**src/rtl/output_drain.sv**
```systemverilog
// output_drain
//   Reads a programmed range of output-memory rows and serialises each row
//   into MM_SIZE-bit words on a valid/ready stream. A start pulse (taken only
//   while idle) captures base_addr/length. busy covers the whole drain, and
//   done pulses once at the end.
//
// Ports
//   clk, rst_n         clock, asynchronous active-low reset
//   start              one-cycle drain request (ignored unless idle)
//   base_addr, length  first row and row count (0..2^OUTPUT_MEM_DEPTH)
//   busy, done         status: high while not idle / end-of-drain pulse
//   mem_rd_en/addr     output-memory read port (data returns one cycle later)
//   mem_rd_data        read data, NU_COUNT lanes of Q_SIZE bits, lane0 in LSBs
//   m_valid/ready      stream handshake
//   m_data, m_last     stream word and end-of-drain marker
module output_drain #(
  parameter int NU_COUNT         = 4,
  parameter int Q_SIZE           = 16,
  parameter int OUTPUT_MEM_DEPTH = 6,
  parameter int MM_SIZE          = 32
) (
  input  logic                          clk,
  input  logic                          rst_n,
  input  logic                          start,
  input  logic [OUTPUT_MEM_DEPTH-1:0]   base_addr,
  input  logic [OUTPUT_MEM_DEPTH:0]     length,
  output logic                          busy,
  output logic                          done,
  output logic                          mem_rd_en,
  output logic [OUTPUT_MEM_DEPTH-1:0]   mem_rd_addr,
  input  logic [NU_COUNT*Q_SIZE-1:0]    mem_rd_data,
  output logic                          m_valid,
  input  logic                          m_ready,
  output logic [MM_SIZE-1:0]            m_data,
  output logic                          m_last
);

  localparam int ROW_W = NU_COUNT * Q_SIZE;
  localparam int WORDS = ROW_W / MM_SIZE;
  localparam int IDX_W = (WORDS > 1) ? $clog2(WORDS) : 1;
  localparam int CNT_W = OUTPUT_MEM_DEPTH + 1;
  localparam logic [IDX_W-1:0] LAST_IDX = IDX_W'(WORDS - 1);

  typedef enum logic [2:0] {IDLE, READ, LOAD, SEND, DONE} state_t;

  state_t                      state;
  logic [OUTPUT_MEM_DEPTH-1:0] base_q;
  logic [CNT_W-1:0]            len_q;
  logic [CNT_W-1:0]            row_cnt;
  logic [CNT_W-1:0]            row_nxt;
  logic [IDX_W-1:0]            word_idx;
  logic [IDX_W-1:0]            idx_nxt;
  logic [ROW_W-1:0]            row_reg;
  logic                        final_row;

  // Word selector over the latched row; word 0 holds the lowest lanes.
  function automatic logic [MM_SIZE-1:0] word_sel(input logic [ROW_W-1:0] row,
                                                  input logic [IDX_W-1:0] idx);
    logic [MM_SIZE-1:0] w;
    w = '0;
    for (int i = 0; i < WORDS; i++) begin
      if (idx == IDX_W'(i)) w = row[i*MM_SIZE +: MM_SIZE];
    end
    return w;
  endfunction

  // row_cnt is one bit wider than the address so a 64-row drain terminates.
  assign row_nxt   = row_cnt + 1'b1;
  assign idx_nxt   = word_idx + 1'b1;
  assign final_row = (row_nxt == len_q);

  // Row register: pure data, captured at the end of LOAD.
  always_ff @(posedge clk) begin
    if (state == LOAD) row_reg <= mem_rd_data;
  end

  always_ff @(posedge clk or negedge rst_n) begin
    if (!rst_n) begin
      state       <= IDLE;
      busy        <= 1'b0;
      done        <= 1'b0;
      mem_rd_en   <= 1'b0;
      mem_rd_addr <= '0;
      m_valid     <= 1'b0;
      m_last      <= 1'b0;
      m_data      <= '0;
      base_q      <= '0;
      len_q       <= '0;
      row_cnt     <= '0;
      word_idx    <= '0;
    end else begin
      // Strobes are single-cycle unless re-armed below.
      done      <= 1'b0;
      mem_rd_en <= 1'b0;
      case (state)
        IDLE: begin
          if (start) begin
            busy <= 1'b1;
            if (length != '0) begin
              base_q      <= base_addr;
              len_q       <= length;
              row_cnt     <= '0;
              word_idx    <= '0;
              mem_rd_en   <= 1'b1;
              mem_rd_addr <= base_addr;
              state       <= READ;
            end else begin
              done  <= 1'b1;
              state <= DONE;
            end
          end
        end
        READ: state <= LOAD;
        LOAD: begin
          // Memory data is valid this cycle; word 0 comes straight from it.
          m_valid  <= 1'b1;
          m_data   <= mem_rd_data[MM_SIZE-1:0];
          m_last   <= (LAST_IDX == '0) && final_row;
          word_idx <= '0;
          state    <= SEND;
        end
        SEND: begin
          if (m_ready) begin
            if (word_idx != LAST_IDX) begin
              word_idx <= idx_nxt;
              m_data   <= word_sel(row_reg, idx_nxt);
              m_last   <= (idx_nxt == LAST_IDX) && final_row;
            end else begin
              m_valid <= 1'b0;
              m_last  <= 1'b0;
              if (final_row) begin
                done  <= 1'b1;
                state <= DONE;
              end else begin
                row_cnt     <= row_nxt;
                mem_rd_en   <= 1'b1;
                // Address add truncates, so the range wraps past the top row.
                mem_rd_addr <= base_q + row_nxt[OUTPUT_MEM_DEPTH-1:0];
                state       <= READ;
              end
            end
          end
        end
        DONE: begin
          busy  <= 1'b0;
          state <= IDLE;
        end
        default: state <= IDLE;
      endcase
    end
  end

endmodule

```
**config.mk**
```make
export PLATFORM = sky130hd
export DESIGN_NAME = output_drain
export DESIGN_NICKNAME = d
export VERILOG_FILES = /design/src/rtl/output_drain.sv
export SDC_FILE = /design/constraint.sdc
export NUM_CORES = 1
export LEC_CHECK = 0
export CAP_MARGIN = 20
export CORE_AREA = 2 2 109 111
export DETAILED_ROUTE_END_ITERATION = 8
export DIE_AREA = 0 0 111 113
export MAX_ROUTING_LAYER = met4
export PLACE_DENSITY_LB_ADDON = 0.1
export SLEW_MARGIN = 20
export SYNTH_ARGS = -nofsm -noshare
export SYNTH_HDL_FRONTEND = slang
export SYNTH_SLANG_ARGS = --single-unit
```
**constraint.sdc**
```tcl
create_clock -name clk -period 7.35 [get_ports clk]
set_input_delay 2.205 -clock clk [delete_from_list [all_inputs] [get_ports clk]]
set_output_delay 2.205 -clock clk [all_outputs]
set_load 0.05 [all_outputs]
```
# == Word level (Yosys, flattened, before mapping) ==
# Index checks and enable logic that the tools add are counted.
# W data, S select, Z words.
# word_totals
reg_bits,131
latch_bits,0
ramBits,0
mem_bits_ro,0
input_bits,81
out_inout_bits,43
elab_cells,89
mem_count,0
# classes
n_addsub,3
mul,0
div,0
magnitude_cmp,0
n_eq_ne,11
n_shift,0
mux,47
bitwise,0
reduce_logical,15
# op_table
op,count
$mux W32,3
$pmux W32 S2,1
$mux W7,5
$mux W6,5
$mux W1,19
$mux W3,5
$pmux W7 S2,1
$ne A2 B2 Y1 const B,6
$pmux W3 S4,1
$pmux W6 S2,1
$reduce_and A3 Y1,4
$pmux W1 S2,5
$add A7 B1 Y7 const B,1
$eq A7 B7 Y1,1
$reduce_bool A7 Y1,1
$add A6 B6 Y6,1
$eq A3 B2 Y1 const B,2
$reduce_and A6 Y1,1
$reduce_bool A2 Y1,3
$reduce_and A2 Y1,2
$reduce_and A4 Y1,1
$eq A3 B1 Y1 const B,1
$eq A3 B3 Y1 const B,1
$logic_not A3 Y1,1
4 further kinds,4

# == Depth between registers and ports, before layout ==
# logic_depth
word_depth,6
mapped_depth,10
depth_no_buf,10

# == Least setup slack after synthesis ==
# Ideal clock, no wire load.
# synth_timing
path_kind,input to register
from,input length[2]
to,register mem_rd_addr[3]
setup_ns,0.128
t_arrival_ns,3.874
required_ns,7.222
slack_ns,3.348
cell_stages,6
n_path_buf,1
path_cell_list,or4_1 > nor4_1 > nor3_1 > nor2_2 > buf_6 > mux2_1
# synth_between
elab_chain_len,3
# synth_rtl
element,line_no,rtl
"start, declared",26,"input logic [OUTPUT_MEM_DEPTH:0] length,"
$reduce_bool A7 Y1,99,if (length != '0) begin
$ne A2 B2 Y1 (no line),--,
$reduce_and A6 Y1 (no line),--,
"end signal, assigned",105,mem_rd_addr <= base_addr;
"end signal, assigned",138,mem_rd_addr <= base_q + row_nxt[OUTPUT_MEM_DEPTH-1:0];
"end, declared",30,"output logic [OUTPUT_MEM_DEPTH-1:0] mem_rd_addr,"
# Every way passes these cells.
# A chain may end at the register's enable or synchronous reset.

# == Worst setup path after layout ==
# layout_timing
from,input length[2]
to,register mem_rd_addr[0]
# The elaborated chain is that of the path after synthesis.

==> results.ini <==
[placement]
dp_slack_ns = 2.366
gp_congestion = 0.8275
dp_hpwl_um = 7492
io_buffers = 123

[synth]
yosys.area.top_type_share = 0.3451
postSynthAreaPerCell_um2 = 12.57
synth_cell_types = 42
yosysWarningCount = 0
seq_area_frac_synth = 0.6461
synth_edf_count = 64
syn_area_um2 = 5569
synth_top_area_cell = edfxtp_1
syn_inst = 443
ys.flop_type = dfrtp_1
async_flop_share = 0.5115
synth_nets = 531
ys_ff_latch = 131
yosys-top-cells-area = edfxtp_1 (35%), dfrtp_1 (30%), mux2i_1 (5.8%), o21ai_0 (3.7%), mux2_2 (3.4%)

[timing]
finClkSkew_ns = 0.007131
setup-tns-final_ns = 0
maxSlewHeadroom = 0.3126
period_needed_ns = 4.579
min_period_over_period = 0.6230
fin_ws_ns = 2.771
fmax_mhz = 218.4
setup_viol = 0
hold_violations = 0
slew_violations = 0
tightest_slew_ns = 1.031
rsz0062_at_grt = no

[cells_and_area]
largest_reg_flops = 64
regArea_um2 = 3600
fill_cells = 868
finish.utilization = 0.6644
multi_input_area_um2 = 1873
nNetsFinal = 653
final_cell_mix = clkdlybuf4s50_1 (122), dfrtp_1 (66), edfxtp_1 (64)
layout_commonest_cell = clkdlybuf4s50_1
syn2layout_area_growth_pct = 34.49
drive_gt1_frac = 0.09689
diodes = 0

[hold_path]
min_from = m_data[7]
whs_path_depth = 2
min_delay_worst_endpoint = m_data[7]
holdCritPathClass = reg2reg

[worst_setup_path]
worstSetupPathType = in2reg
critical_path.max_fanout = 15
worst-r2r-cell-count = 7
worstPathArrival_ns = 4.87
endpoint_kind = register
worstReg2RegStart = row_cnt[0]
crit_required_ns = 7.64
r2r_slack_ns = 4.37
worstSetupStartpointType = input port
regToRegEndpoint = mem_rd_addr[0]

[clock_tree]
cts_setup_buffers = 0
numClockSinks = 131
clock_latency_ns = 0.41
cts_tree = done
cts_root_buffer = clkbuf_16
htreeDepth = 4
postCtsResizedCells = 0
clockBufferDepth = 2
clkTransAtPathRegs_ns = 0.05
ctsHoldBuffers = 0
cts-buffers-inserted = 17

[drt]
route.antenna.remaining_nets = 0
vias = 3752
first_iter_violations = 243
wire_per_inst_um = 16.28
drc = 0
viasPerCell = 5.204
drt-total-wl_um = 11740
first_pass_iters = 4

[run_status]
outcome = finished clean

[global_routing]
track_usage = 0.2024
grt_pass1_vias = 3900
antenna_found_initial = 0
grt_pass1_wl_um = 19150
overflow = 0
grt_max_degree = 75

[die]
ioPinCount = 124
die_h_um = 113
start_util = 0.4941
core_area_um2 = 11270
die_area_um2 = 12540
chipWidth_um = 111
core.rowCount = 39

[pwr]
leakagePower_nw = 3.136
power.density_nw_per_um2 = 471.4
ir_worst_vdd_uv = 307.2

[job]
cap_viol_max_count = 0

## synth_stat cells, types with 2 or more instances
cell type / number
a21o_1: 4
a21oi_1: 38
a221o_1: 2
a22o_1: 2
and3_1: 6
buf_1: 2
buf_2: 2
clkbuf_1: 19
dfrtp_1: 67
edfxtp_1: 64
ha_1: 6
inv_1: 3
mux2_1: 3
mux2_2: 17
mux2i_1: 32
nand2_1: 49
nand2b_1: 5
nand3_1: 3
nor2_1: 43
nor3_1: 3
o21ai_0: 41
o21bai_1: 2
xnor2_1: 5
xnor3_1: 4
xor2_1: 4
## worst max-delay path: stages
cell and delay (ns):
clkdlybuf4s50_1 0.41, or4_1 0.54, nor4_1 0.45, nor3_2 0.10, buf_4 0.23, nor2_2 0.52
mux2_2 0.41
## per-layer routing
metal | routed length (um) | track usage | vias to the layer above
met1 | 5327 | 0.2580 | 1792
met5 | 0 | - | -
met4 | 178 | 0.08333 | 0
li1 | - | - | 1836
met2 | 5560 | 0.3055 | 112
met3 | 674 | 0.06160 | 12
## final cells by class
class,count,area share
clock buffers,25,0.06482
clock inverters,7,0.01103
inverters,3,0.001504
multi-input cells,285,0.2501
flip-flops and latches,131,0.4806
well taps,143,0.02389
repair buffers,127,0.1681
## report_power, final
part	switching [W]	internal (W)	total, W
Clock	0.000285	0.000522	0.000807
Combinational	0.000956	0.000574	0.00153
Sequential	0.000133	0.00106	0.00119
## cells by family (layout without fill, tap and decap cells)
kind of cell | Yosys count | after routing | synth area share
flip-flops | 131 | 131 | 0.6461
XOR/XNOR | 14 | 14 | 0.03325
multiplexers | 52 | 52 | 0.09795
AO/OA/AOI/OAI | 95 | 95 | 0.09549
buffers and inverters | 27 | 162 | 0.02000
AND/OR/NAND/NOR | 117 | 117 | 0.09010
adder cells (fa/ha/maj) | 7 | 7 | 0.01707
## worst max-delay path by stage
| stage | startpoint | end | depth (start not counted) |
|---|---|---|---|
| finish | length[2] | mem_rd_addr[0] | 7 |
| global route | length[2] | mem_rd_addr[2] | 7 |
| CTS | length[2] | mem_rd_addr[0] | 7 |
| detailed placement | length[2] | mem_rd_addr[0] | 7 |
| global placement | length[2] | mem_rd_addr[0] | 7 |
| floorplan | length[2] | mem_rd_addr[3] | 6 |
## metrics by stage
step | instance area [um2] | total power (W) | hold slack (ns) | instances
CTS | 7490 | 0.003560 | 0.4830 | 721
global placement | 6922 | 0.002705 | 0.4634 | 689
global route | 7490 | 0.003741 | 0.5025 | 721
floorplan | 5569 | 0.002283 | 0.4875 | 443
finish | 7490 | 0.003530 | 0.4766 | 721
detailed placement | 6922 | 0.002741 | 0.4723 | 689
(Power assumes the default switching activity.)
